File: config.mk
export PLATFORM = sky130hd
export DESIGN_NAME = fetch_queue
export DESIGN_NICKNAME = d
export VERILOG_FILES = /design/src/rtl/fetch_queue_pkg.sv /design/src/rtl/fetch_queue_ptr_ring.sv /design/src/rtl/fetch_queue.sv
export SDC_FILE = /design/constraint.sdc
export NUM_CORES = 1
export LEC_CHECK = 0
export ABC_AREA = 1
export ABC_CLOCK_PERIOD_IN_PS = 10460
export CAP_MARGIN = 20
export CORE_MARGIN = 2
export CORE_UTILIZATION = 45
export DETAILED_ROUTE_END_ITERATION = 16
export PLACE_DENSITY = 0.67
export SYNTH_ARGS = -nofsm -noshare
export SYNTH_HDL_FRONTEND = slang
export SYNTH_SLANG_ARGS = --single-unit
File: constraint.sdc
create_clock -name CLK -period 10.46 [get_ports CLK]
set_input_delay 1.046 -clock CLK [delete_from_list [all_inputs] [get_ports CLK]]
set_output_delay 1.046 -clock CLK [all_outputs]
set_load 0.01 [all_outputs]
File: src/rtl/fetch_queue_pkg.sv
// Shared types and helpers for the fetch queue: entry layout, PC increment and pointer sizing.
package fetch_pkg;

    localparam int PC_STEP    = 4;
    localparam int FQ_PC_W    = 32;
    localparam int FQ_INSTR_W = 32;

    typedef struct packed {
        logic [FQ_PC_W-1:0]    pc;
        logic [FQ_INSTR_W-1:0] instr;
        logic                  done;
    } fq_entry_t;

    function automatic int ptr_width(input int depth);
        return (depth > 2) ? $clog2(depth) : 1;
    endfunction

    function automatic logic [31:0] sat_add32(input logic [31:0] a, input logic [31:0] b);
        logic [32:0] sum;
        sum = {1'b0, a} + {1'b0, b};
        return sum[32] ? 32'hFFFF_FFFF : sum[31:0];
    endfunction

endpackage

File: src/rtl/fetch_queue_ptr_ring.sv
// Modulo-DEPTH pointer used for the head, tail and fill positions of the fetch queue.
module fq_ptr_ring
    import fetch_pkg::*;
#(
    parameter int DEPTH = 4,
    localparam int PW   = ptr_width(DEPTH)
) (
    input  logic          CLK,
    input  logic          RST,
    input  logic          clear,
    input  logic          inc,
    output logic [PW-1:0] ptr
);

    always_ff @(posedge CLK or posedge RST) begin
        if (RST)
            ptr <= '0;
        else if (clear)
            ptr <= '0;
        else if (inc)
            ptr <= (ptr == PW'(DEPTH - 1)) ? '0 : ptr + PW'(1);
    end

endmodule

File: src/rtl/fetch_queue.sv
// In-order fetch buffer between the PC register and decode; absorbs variable memory latency.
// Optional perf counters are enabled with FETCH_QUEUE_PERF_EN.
module fetch_queue
    import fetch_pkg::*;
#(
    parameter int SIZE  = FQ_PC_W,
    parameter int DEPTH = 4,
    parameter int ILEN  = FQ_INSTR_W
) (
    input  logic            CLK,
    input  logic            RST,
    input  logic [SIZE-1:0] PCF,
    input  logic            PCValidF,
    output logic            StallF,
    output logic            ImemReq,
    output logic [SIZE-1:0] ImemAddr,
    input  logic            ImemReady,
    input  logic            ImemRValid,
    input  logic [ILEN-1:0] ImemRData,
    input  logic            StallD,
    input  logic            FlushD,
    output logic            ValidD,
    output logic [ILEN-1:0] InstrD,
    output logic [SIZE-1:0] PCD,
    output logic [SIZE-1:0] PCPlus4D
`ifdef FETCH_QUEUE_PERF_EN
    ,
    output logic [31:0]     PerfStallCycles,
    output logic [31:0]     PerfFlushDrops,
    output logic [31:0]     PerfDelivered
`endif
);

    localparam int PW = ptr_width(DEPTH);
    localparam int CW = PW + 1;
    // Stale responses can pile up across back-to-back flushes, so this counter gets extra headroom.
    localparam int SW = CW + 2;
    localparam logic [CW-1:0] FULL = CW'(DEPTH);

    fq_entry_t      entries [DEPTH];
    logic [PW-1:0]  head, tail, fill;
    logic [CW-1:0]  count, inflight;
    logic [SW-1:0]  stale, pending;
    logic           accept, pop, resp_drop, resp_fill, flush_resp;

    assign ImemReq    = PCValidF & ~FlushD & (count < FULL);
    assign ImemAddr   = PCF;
    assign accept     = ImemReq & ImemReady;
    assign StallF     = PCValidF & ((count == FULL) | ~ImemReady);

    assign ValidD     = entries[head].done & ~FlushD;
    assign pop        = ValidD & ~StallD;
    assign InstrD     = ValidD ? ILEN'(entries[head].instr) : '0;
    assign PCD        = ValidD ? SIZE'(entries[head].pc) : '0;
    assign PCPlus4D   = ValidD ? SIZE'(entries[head].pc) + SIZE'(PC_STEP) : '0;

    assign pending    = SW'(inflight) + stale;
    assign flush_resp = ImemRValid & (pending != '0);
    assign resp_drop  = ImemRValid & (stale != '0);
    assign resp_fill  = ImemRValid & (stale == '0) & (inflight != '0) & ~FlushD;

    fq_ptr_ring #(.DEPTH(DEPTH)) u_head (.CLK(CLK), .RST(RST), .clear(FlushD), .inc(pop),       .ptr(head));
    fq_ptr_ring #(.DEPTH(DEPTH)) u_tail (.CLK(CLK), .RST(RST), .clear(FlushD), .inc(accept),    .ptr(tail));
    fq_ptr_ring #(.DEPTH(DEPTH)) u_fill (.CLK(CLK), .RST(RST), .clear(FlushD), .inc(resp_fill), .ptr(fill));

    // On flush every response still owed by memory becomes stale, minus one arriving right now.
    always_ff @(posedge CLK or posedge RST) begin
        if (RST) begin
            count    <= '0;
            inflight <= '0;
            stale    <= '0;
        end else if (FlushD) begin
            count    <= '0;
            inflight <= '0;
            stale    <= pending - (flush_resp ? SW'(1) : SW'(0));
        end else begin
            count    <= count + CW'(accept) - CW'(pop);
            inflight <= inflight + CW'(accept) - CW'(resp_fill);
            if (resp_drop)
                stale <= stale - SW'(1);
        end
    end

    always_ff @(posedge CLK or posedge RST) begin
        if (RST) begin
            for (int i = 0; i < DEPTH; i++)
                entries[i] <= '0;
        end else if (FlushD) begin
            for (int i = 0; i < DEPTH; i++)
                entries[i].done <= 1'b0;
        end else begin
            if (accept) begin
                entries[tail].pc   <= FQ_PC_W'(PCF);
                entries[tail].done <= 1'b0;
            end
            if (resp_fill) begin
                entries[fill].instr <= FQ_INSTR_W'(ImemRData);
                entries[fill].done  <= 1'b1;
            end
            if (pop)
                entries[head].done <= 1'b0;
        end
    end

`ifdef FETCH_QUEUE_PERF_EN
    logic [31:0] flush_drop_inc;

    // Completed entries are counted at the flush; in-flight ones are counted when their data is dropped.
    always_comb begin
        flush_drop_inc = 32'd0;
        if (FlushD)
            flush_drop_inc = 32'(count - inflight) + 32'(flush_resp);
        else if (resp_drop)
            flush_drop_inc = 32'd1;
    end

    always_ff @(posedge CLK or posedge RST) begin
        if (RST) begin
            PerfStallCycles <= '0;
            PerfFlushDrops  <= '0;
            PerfDelivered   <= '0;
        end else begin
            PerfStallCycles <= sat_add32(PerfStallCycles, 32'(StallF));
            PerfFlushDrops  <= sat_add32(PerfFlushDrops, flush_drop_inc);
            PerfDelivered   <= sat_add32(PerfDelivered, 32'(pop));
        end
    end
`endif

endmodule

==> out/qor.yml <==
die-height_um: 186
dieArea_mm2: 0.0347
r2r_start: "u_head.ptr[0]"
required_ns: 9.41
wl_met3_um: 2660
synth-seq-cells: 277
clock-sinks: 277
rrSetupSlack_ns: 5.67
setup_ws_ns: 4.09
grt_setup_unrepaired: "false"
relSlewSlack_pct: 40.0
setup-violations-final: 0
cp_max_fo: 87
cts.clk_slew.worst_paths_ns: 0.06
crit_type: "register to output pin"
slowest_stage: "dfrtp_4"
syn_inst: 2074
nets: 2270
initial_core_util_pct: 45.8
crit_family: "buffers and inverters"
final.setup.tns_ns: 0
antenna_found_initial: 0
h-tree-depth: 1
drtIter0Drc: 1113
dp_slack_ns: 4.69
arrival_ns: 5.33
wl_met2_um: 18700
layout_commonest_cell: "nand2_1"
root_buffer: "clkbuf_16"
start_kind: "register"
fin_skew_ns: 0.0125
flow.area_growth_from_synthesis_pct: 19.8
avgSynthCellArea_um2: 7.20
crit_top_cell: "buf_4"
vias_per_cell: 5.19
ys_types: 30
grt_pass1_vias: 13042
cts_tree: "yes"
synthFlopType: "dfrtp_1"
portBuffers: 201
wl_per_cell_um: 15.6
p_leak_uw: 0.00834
nFillCells: 3125
syn_nets: 2172
power_density_mw_per_mm2: 170
grt_usage_pct: 24.2
hold_path_depth: 2
hold_violations: 0
post_cts_buffers: 0
dpl.hpwl_um: 27100
crit_path_cell_trace: "clkinv_2 > buf_4 > o21ai_0 > o21ai_1 > nand2_4 > buf_4 > inv_2 > a31oi_1 > a21oi_1 > clkdlybuf4s50_1"
insertion_delay_ns: 0.58
synth_edf_count: 0
cts_buffers: 31
hold_class: "register to register"
placed_area_mm2: 0.0168
routed.top_layer: "met4"
max_freq_mhz: 157
wirelength_um: 41200
fp.coreArea_mm2: 0.0326
drv_cap: 0
vias: 13692
cp_num_buf_inv: 5
antenna_left: 0
timing.rr.end: "count[2]"
final_layout_size_suffix_gt1_share_pct: 4.60
worstRegToRegCells: 12
vdd_drop_max_mv: 0.133
critical-path-max-stage-delay_ns: 0.92
worst_slew_pin_slew_ns: 0.900
std_cell_rows: 66
slew_violations: 0
grt_overflow_total: 0
routabilityCongestion: 0.918
post_cts_resized: 0
async_reset_ff_share_pct: 100
grt_max_degree: 131
netlist_area_mm2: 0.0149
stdcell_area_mm2: 0.0179
firstDrtPassIters: 5
fin_crit_ns: 6.37
ios: 202
grt_pass1_wl_um: 67300
cts_max_path_buffers: 3
fin_crit_sh_pct: 60.9
status: "complete, no violations"
hold_buffers: 0
yosys_warnings: 0
final_cell_mix: "nand2_1, o21ai_0, nor2_1, dfrtp_1, clkdlybuf4s50_1"
route.detailed.drc: 0
crit_path_end_kind: "output pin"
path_depth: 10
synth_seq_area_share_pct: 46.4
num_antenna_cells: 0
die_w_um: 186
drt-met1-wl_um: 18900
synth_stat cells, drive strengths merged, types with 2 or more instances:
cell,count,area share (%)
nand3,85,2.8
buf,98,4.0
xnor2,2,0.12
a31oi,3,0.13
clkbuf,54,1.4
nor2,286,7.4
o211ai,2,0.10
nand4,5,0.21
or2,6,0.25
nor3,8,0.30
o21ai,349,12
inv,149,3.7
a21oi,50,1.7
ha,24,2.0
xor2,5,0.29
a22o,4,0.23
dfrtp,277,46
fa,3,0.40
nand2,661,17
cell families (layout without fill, tap and decap cells):
| group | Yosys count | count (layout) | synth area share [%] |
|---|---|---|---|
| buffers and inverters | 301 | 422 | 9.13 |
| XOR/XNOR | 7 | 7 | 0.411 |
| AO/OA/AOI/OAI | 411 | 411 | 14.0 |
| AND/OR/NAND/NOR | 1051 | 1051 | 27.6 |
| flip-flops | 277 | 277 | 46.4 |
| adder cells (fa/ha/maj) | 27 | 27 | 2.41 |
report_power, final:
group	internal [uW]	switching, uW
registers	1240	100
clock network	603	446
logic	233	426
total	2080	972
routing by layer:
layer / GRT usage [%] / vias to the layer above
li1: - / 6750
met1: 34.2 / 6420
met2: 39.6 / 455
met3: 3.60 / 67
met4: 5.32 / 0
met5: 0 / -
stage by stage:
| step | cells | power (uW) | hold slack [ns] | utilization [%] |
|---|---|---|---|---|
| 2_1_floorplan | 2074 | 1800 | 0.445 | - |
| 3_3_place_gp | 2578 | 1990 | 0.461 | 51.6 |
| 3_5_place_dp | 2578 | 2010 | 0.466 | 51.6 |
| 4_1_cts | 2634 | 3070 | 0.481 | 54.6 |
| 5_1_grt | 2637 | 3240 | 0.501 | 54.8 |
| 6_report | 2637 | 3050 | 0.478 | 54.8 |
layout make-up:
type,count,area (um^2),area share (%)
multi-input combinational,1496,6670,37.3
timing repair buffer,217,2180,12.2
tap,442,553,3.09
inverter,149,568,3.18
clock inverter,10,75.1,0.420
clock buffer,46,912,5.10
sequential,277,6940,38.8
tightest hold or removal path, stage by stage (launching register included):
cell	delay [ns]
dfrtp_1	0.34
nand2_1	0.05
o21ai_0	0.06
worst max-delay path by stage:
stage                       start     endpoint
floorplan                     RST    async pin
global placement    u_head.ptr[0]  PCPlus4D[7]
detailed placement  u_head.ptr[0]  PCPlus4D[7]
CTS                 u_head.ptr[0]  PCPlus4D[7]
global route        u_head.ptr[0]  PCPlus4D[7]
finish              u_head.ptr[0]  PCPlus4D[7]
No activity file was read; power rests on OpenSTA's default activity.
